[src/rtl/product_accum_if.sv]
// Handshake bundle between a product source / result sink and product_accum.
// Latency: none, wires only.
// Backpressure: carries in_valid/in_ready and out_valid/out_ready; the modports fix who drives each signal.
//   master: drives start, len, in_valid, product, out_ready; observes in_ready, out_valid, sum, ovf, busy
//   slave : the accumulator side of the same signals
interface product_accum_if #(
    parameter int M     = 26,
    parameter int N     = 14,
    parameter int G     = 4,
    parameter int CNT_W = 8
);
    localparam int W = M + N + G;

    logic             start;
    logic [CNT_W-1:0] len;
    logic             in_valid;
    logic             in_ready;
    logic [M+N-1:0]   product;
    logic             out_valid;
    logic             out_ready;
    logic [W-1:0]     sum;
    logic             ovf;
    logic             busy;

    modport master (
        output start, len, in_valid, product, out_ready,
        input  in_ready, out_valid, sum, ovf, busy
    );

    modport slave (
        input  start, len, in_valid, product, out_ready,
        output in_ready, out_valid, sum, ovf, busy
    );
endinterface

[src/rtl/product_accum.sv]
// Sums a programmed number of signed multiplier products into a guard-extended accumulator.
// Latency: result valid one cycle after the last product handshake; one product per cycle while accumulating.
// Backpressure: in_ready only while accumulating; the result is held in DONE until out_ready.
//   Ports: clk, rst_n (synchronous, active-low); bus (product_accum_if.slave) carries start/len,
//   the product valid/ready stream, the sum/ovf valid/ready result, and busy.
//   Build option: define PRODUCT_ACCUM_SAT_EN to clamp on overflow instead of wrapping.
module product_accum #(
    parameter int M     = 26,
    parameter int N     = 14,
    parameter int G     = 4,
    parameter int CNT_W = 8
) (
    input  logic                  clk,
    input  logic                  rst_n,
    product_accum_if.slave        bus
);
    localparam int W = M + N + G;

    typedef enum logic [1:0] {
        IDLE = 2'd0,
        ACC  = 2'd1,
        DONE = 2'd2
    } state_t;

    state_t           state;
    logic [W-1:0]     acc;
    logic [CNT_W-1:0] cnt;
    logic             ovf_q;

    logic [W-1:0]     prod_ext;
    logic [W-1:0]     add_raw;
    logic             add_ovf;
    logic [W-1:0]     acc_nxt;

    // Signed overflow: operands agree in sign, result does not.
    assign prod_ext = {{G{bus.product[M+N-1]}}, bus.product};
    assign add_raw  = acc + prod_ext;
    assign add_ovf  = (acc[W-1] == prod_ext[W-1]) && (add_raw[W-1] != acc[W-1]);

`ifdef PRODUCT_ACCUM_SAT_EN
    // The sign of the overflowing operands tells which rail to clamp to.
    always_comb begin
        acc_nxt = add_raw;
        if (add_ovf) begin
            acc_nxt = acc[W-1] ? {1'b1, {(W-1){1'b0}}} : {1'b0, {(W-1){1'b1}}};
        end
    end
`else
    assign acc_nxt = add_raw;
`endif

    always_ff @(posedge clk) begin
        if (!rst_n) begin
            state <= IDLE;
            acc   <= '0;
            cnt   <= '0;
            ovf_q <= 1'b0;
        end else begin
            case (state)
                IDLE: begin
                    if (bus.start) begin
                        acc   <= '0;
                        ovf_q <= 1'b0;
                        cnt   <= bus.len;
                        // A zero-length run produces an empty (zero) result immediately.
                        state <= (bus.len == '0) ? DONE : ACC;
                    end
                end
                ACC: begin
                    if (bus.in_valid) begin
                        acc   <= acc_nxt;
                        ovf_q <= ovf_q | add_ovf;
                        cnt   <= cnt - 1'b1;
                        if (cnt == CNT_W'(1)) begin
                            state <= DONE;
                        end
                    end
                end
                DONE: begin
                    if (bus.out_ready) begin
                        state <= IDLE;
                    end
                end
                default: state <= IDLE;
            endcase
        end
    end

    assign bus.in_ready  = (state == ACC);
    assign bus.out_valid = (state == DONE);
    assign bus.busy      = (state != IDLE);
    assign bus.sum       = acc;
    assign bus.ovf       = ovf_q;
endmodule

[src/flat_wrapper.sv]
// flat-port wrapper written by rule: the top's interface ports become plain ports
module product_accum_flat 
#(
    parameter int M     = 26,
    parameter int N     = 14,
    parameter int G     = 4,
    parameter int CNT_W = 8
)
  (clk, rst_n, bus_start, bus_len, bus_in_valid, bus_product, bus_out_ready, bus_in_ready, bus_out_valid, bus_sum, bus_ovf, bus_busy);
  product_accum_if #(.M(M), .N(N), .G(G), .CNT_W(CNT_W)) bus_i ();
  input  logic clk;
  input  logic rst_n;
  input wire logic [$bits(bus_i.start)-1:0] bus_start;
  input wire logic [$bits(bus_i.len)-1:0] bus_len;
  input wire logic [$bits(bus_i.in_valid)-1:0] bus_in_valid;
  input wire logic [$bits(bus_i.product)-1:0] bus_product;
  input wire logic [$bits(bus_i.out_ready)-1:0] bus_out_ready;
  output wire logic [$bits(bus_i.in_ready)-1:0] bus_in_ready;
  output wire logic [$bits(bus_i.out_valid)-1:0] bus_out_valid;
  output wire logic [$bits(bus_i.sum)-1:0] bus_sum;
  output wire logic [$bits(bus_i.ovf)-1:0] bus_ovf;
  output wire logic [$bits(bus_i.busy)-1:0] bus_busy;
  assign bus_i.start = bus_start;
  assign bus_i.len = bus_len;
  assign bus_i.in_valid = bus_in_valid;
  assign bus_i.product = bus_product;
  assign bus_i.out_ready = bus_out_ready;
  assign bus_in_ready = bus_i.in_ready;
  assign bus_out_valid = bus_i.out_valid;
  assign bus_sum = bus_i.sum;
  assign bus_ovf = bus_i.ovf;
  assign bus_busy = bus_i.busy;
  product_accum #(.M(M), .N(N), .G(G), .CNT_W(CNT_W)) u_core (.clk(clk), .rst_n(rst_n), .bus(bus_i));
endmodule
[config.mk]
export PLATFORM = sky130hd
export DESIGN_NAME = product_accum_flat
export DESIGN_NICKNAME = d
export VERILOG_FILES = /design/src/rtl/product_accum_if.sv /design/src/rtl/product_accum.sv /design/src/flat_wrapper.sv
export SDC_FILE = /design/constraint.sdc
export NUM_CORES = 1
export LEC_CHECK = 0
export CAP_MARGIN = 15
export CORE_AREA = 4 4 116 85
export CTS_BUF_LIST = sky130_fd_sc_hd__clkbuf_4 sky130_fd_sc_hd__clkbuf_8
export DETAILED_ROUTE_END_ITERATION = 7
export DIE_AREA = 0 0 120 89
export PLACE_DENSITY = 0.82
export REMOVE_ABC_BUFFERS = 1
export SLEW_MARGIN = 20
export SYNTH_ARGS = -nofsm -noshare
export SYNTH_HDL_FRONTEND = slang
export SYNTH_SLANG_ARGS = --single-unit
export TNS_END_PERCENT = 1
[constraint.sdc]
create_clock -name clk -period 3.3 [get_ports clk]
set_clock_uncertainty 0.05 [all_clocks]
set_input_delay 0.495 -clock clk [delete_from_list [all_inputs] [get_ports clk]]
set_output_delay 0.495 -clock clk [all_outputs]
set_load 0.1 [all_outputs]
### Word level (Yosys, flattened, before mapping)

Cells that the tools add are included.

* register bits: 55
* input port bits: 53
* output and inout port bits: 48
* word-level logic and storage cells: 38

* add/sub/neg operators: 2
* equality and inequality tests: 9
* mux-type cells: 15
* bitwise operators: 1
* reduce and logical (&&, ||, !) cells: 7

Operators with widths (number)
* two-way mux 44 bit: 2
* one-hot mux 44 bit (2 select lines): 1
* adder 44 bit: 1
* two-way mux 8 bit: 2
* one-hot mux 8 bit (2 select lines): 1
* two-way mux 2 bit: 5
* equality test 8 x 1 -> 1 bit (second input constant): 1
* logical NOT 8 bit: 1
* subtractor 8 x 1 -> 8 bit (second input constant): 1
* inequality test 2 bit (second input constant): 3
* one-hot mux 2 bit (3 select lines): 1
* AND reduction 4 bit: 1
* nonzero test 2 bit: 2
* AND reduction 3 bit: 1
* equality test 2 x 1 -> 1 bit (second input constant): 1
* equality test 2 bit (second input constant): 1
* logical NOT 2 bit: 1
* two-way mux 1 bit: 2
* inequality test 2 x 1 -> 1 bit (second input constant): 1
* one-hot mux 1 bit (2 select lines): 1
* equality test 1 bit: 1
* logical AND 1 bit: 1
* inequality test 1 bit: 1
* bitwise OR 1 bit: 1

### Depth between registers and ports, before layout

* depth after elaboration: 6
* mapped depth: 12
* depth with buffers taken out: 12

### Least setup slack after synthesis

No wires, ideal clock.

* kind: register -> register
* start: register u_core.acc[4] (netlist: u_core.bus.sum[4])
* end: register u_core.acc[37] (netlist: u_core.bus.sum[37])
* arrival time: 3.296 ns
* required time: 3.123 ns
* setup slack: -0.173 ns
* cell stages (with the launch flop): 11
* path buffers: 0
* period minus slack after synthesis: 3.473 ns
* cell sequence: dfxtp_1 ha_1 a21o_1 a31o_4 o21ai_4 a31oi_4 o41ai_4 o21ai_2 a31oi_4 nor4_1 or3_1

* cells in the longest elaborated chain, start to end: 3

Ends and longest elaborated chain
* from (decl): RTL line product_accum.sv:26 `logic [W-1:0] acc;`
* from (signal assigned): RTL line product_accum.sv:71 `acc <= acc_nxt;`
* adder 44 bit: RTL line product_accum.sv:37 `assign add_raw = acc + prod_ext;`
* two-way mux 44 bit: RTL line product_accum.sv:70 `if (bus.in_valid) begin`
* one-hot mux 44 bit (2 select lines): RTL line product_accum.sv:59 `case (state)`

Every way passes these cells. The select of a mux whose other input is x is not followed.
A chain may end at the register's enable or synchronous reset.

### Final worst setup path

* start: input port bus_product[4]
* end: register u_core.acc[37] (netlist: u_core.bus.sum[37])

* cells in the longest elaborated chain, start to end: 3

Ends and longest elaborated chain
* from (decl): RTL line flat_wrapper.sv:16 `input wire logic [$bits(bus_i.product)-1:0] bus_product;`
* adder 44 bit: RTL line product_accum.sv:37
* two-way mux 44 bit: RTL line product_accum.sv:70
* one-hot mux 44 bit (2 select lines): RTL line product_accum.sv:59

Every way passes these cells. The select of a mux whose other input is x is not followed.

==> impl_metrics.toml <==
[critical_path]
r2r_setup_slack_ns = 0.38
critPathTopFamily = "compound AO/OA/AOI/OAI gates"
arrival_ns = 3.29
crit_buf_inv = 1
r2r-end = "u_core.bus.sum[37]"
endpoint_kind = "flip-flop"
crit_path_start_kind = "primary input"
required_ns = 3.48
cp_common_cell = "a31oi_4"
worst-setup-path-type = "in -> reg"
cp_cell_sequence = "clkdlybuf4s50_1, ha_1, a21o_1, a31o_4, o21ai_4, a31oi_4, o41ai_4, o21ai_2, a31oi_4, nor4_1, or3_1"
worstPathMaxFanout = 4
slowest_delay_ns = 0.53
worst_path_max_delay_cell = "o41ai_4"
r2r-start = "u_core.bus.sum[4]"
r2r_cells = 10

[cells_and_area]
diodes = 0
nFillCells = 781
final_cell_mix = "72 x buf_4, 67 x nor2_1, 67 x clkdlybuf4s50_1"
regArea_um2 = 1100
multi_input_area_um2 = 3270
utilization = 0.670
area_growth_pct = 30.1
nets = 813
final_layout_size_suffix_gt1_frac = 0.134
final_common_cell = "buf_4"

[placement]
pre_cts_ws_ns = -0.180
gp_congestion = 0.920
portBuffers = 100
dp_hpwl_um = 10800

[sta]
setup_violations = 0
finalWorstSetupSlack_ns = 0.186
period_minus_slack_ns = 3.11
relSlewSlack = 0.334
slew_violations = 0
hold_violations = 0
worstMarginPinSlew_ns = 0.996
rsz0062_at_grt = "no"
fmax_mhz = 321
fin_crit_sh = 0.944

[clock_tree]
clk_latency_ns = 0.34
cts.htree.levels = 2
cts_resized = 0
cts_buffers = 5
cts_buffer_depth = 2
cts.sinks = 55
cts_tree = "yes"
clock-root-buffer = "clkbuf_8"
clk_pin_slew_worst_paths_ns = 0.12
postCtsHoldBufs = 0
post-cts-setup-buffer-count = 0

[power]
ir_drop_mv = 0.222
power.leakage_uw = 0.00259
power_frac_seq = 0.338
power.density_nw_per_um2 = 383
swShare = 0.453
clock_power_share = 0.189
intPower_uw = 1240
p_sw_uw = 1030
comb_power_share = 0.472

[floorplan]
row_count = 29
io_pins = 101
initial_core_util = 0.515
die_area_um2 = 10700
coreArea_um2 = 8820
dieWidth_um = 120
die_y_um = 89

[global_routing]
track_usage = 0.259
grt_overflow = 0
grt_pass1_wl_um = 22900
grt_max_degree = 32
antenna_found_initial = 0
grt_pass1_vias = 4750

[min_path]
holdPathStages = 2
worstHoldEndpoint = "u_core.bus.sum[39]"
worstHoldStart = "u_core.bus.sum[39]"
min_path_type = "reg -> reg"

[yosys]
synth_mux_area_frac = 0.00881
synth-compound-area-share = 0.300
synth_top_family_by_area = "compound AO/OA/AOI/OAI gates"
syn_avg_cell_area_um2 = 7.67
yosys-top-cells-area = "dfxtp_1 24%, ha_1 12%, a21oi_1 6.2%"
ys_types = 68
async_reset_ff_frac = 0
yosys.area_share.simple = 0.219
syn-cell-area_um2 = 4540
yosys.area.top_type_share = 0.242
synth_ff_type = "dfxtp_1"
synth-edff-count = 0
synth_xor_area_frac = 0.0617
yosys_warnings = 0
synth_fa_ha_area_frac = 0.128
ys_ff_latch = 55
ys_seq_area_frac = 0.242
syn_inst = 592
yosysTopAreaCell = "dfxtp_1"

[routing]
routedWlPerCell_um = 16.6
dr_total_vias = 5087
drc = 0
dr.pass1.iters = 5
wirelength_um = 13900
drtIter0Drc = 470
ant_nets = 0
vias_per_cell = 6.06

[flow_run]
drv_cap = 0

[run_status]
outcome = "complete, no violations"
==> area by class of cell <==
| type | count | share of cell area |
|---|---|---|
| tap | 124 | 0.0262 |
| multi-input combinational | 492 | 0.553 |
| inverter | 21 | 0.0133 |
| timing repair buffer | 139 | 0.205 |
| clock inverter | 3 | 0.00423 |
| sequential | 55 | 0.186 |
| clock buffer | 5 | 0.0116 |
==> registers in the layout, summed over array words and instances, names as in the netlist <==
register,flops
u_core.cnt,8
u_core.bus.sum,44
u_core.bus.ovf,1
u_core.state,2
==> power groups by stage <==
stage | Sequential [uW] | Combinational, uW | Clock [uW]
2_1_floorplan | 1000 | 510 | 0
3_3_place_gp | 777 | 1030 | 0
3_5_place_dp | 780 | 1050 | 0
4_1_cts | 765 | 1060 | 434
5_1_grt | 775 | 1150 | 459
6_report | 767 | 1070 | 429
==> Yosys cell counts, drive strengths merged, types with 7 or more instances <==
cell type  number
nand2          59
xnor2          16
ha             45
nand2b          8
a21o           15
nor2           67
nor3            9
dfxtp          55
a31oi          10
xor2           16
a22oi          19
clkbuf         20
nand3          17
a211oi          8
nor4            7
inv            20
nand4          11
a21oi          56
o21ai          45
==> worst min-delay path, cell delays in order (launching register included) <==
cell and delay, ns:
dfxtp_1 0.34, nand2_1 0.05, o21ai_1 0.05
==> how the worst max path moves through the flow <==
| stage | depth (start not counted) | slack, ns | endpoint | startpoint |
|---|---|---|---|---|
| 2_1_floorplan | 10 | -0.19 | u_core.bus.sum[37] | u_core.bus.sum[4] |
| 3_3_place_gp | 11 | -0.10 | u_core.bus.sum[43] | bus_product[7] |
| 3_5_place_dp | 11 | -0.18 | u_core.bus.ovf | bus_product[8] |
| 4_1_cts | 11 | 0.17 | u_core.bus.ovf | bus_product[8] |
| 5_1_grt | 13 | 0.08 | u_core.bus.sum[24] | bus_product[0] |
| 6_report | 11 | 0.19 | u_core.bus.sum[37] | bus_product[4] |
==> through the flow <==
stage	total power [uW]	hold slack, ns	setup TNS (ns)	std cells	instance area, um2
2_1_floorplan	1510	0.441	-0.396	568	4440
3_3_place_gp	1810	0.405	-0.270	831	5810
3_5_place_dp	1830	0.420	-0.908	831	5810
4_1_cts	2260	0.435	0	839	5900
5_1_grt	2380	0.464	0	839	5910
6_report	2270	0.430	0	839	5910
==> layer usage <==
layer / GRT usage / up-vias / share of wire
met1: 0.359 / 2363 / 0.45
li1: - / 2432 / -
met2: 0.430 / 263 / 0.45
met5: 0 / - / 0
met3: 0.0424 / 29 / 0.080
met4: 0.0551 / 0 / 0.017
==> cell families (layout without fill, tap and decap cells) <==
logic type      after synthesis  count (layout)
fa+ha+maj                    46              46
compound gates              200             200
buf+inv                      45             168
xor+xnor                     32              32
mux                           4               4
flops                        55              55
simple gates                210             210
Power figures use the tool's default switching activity.
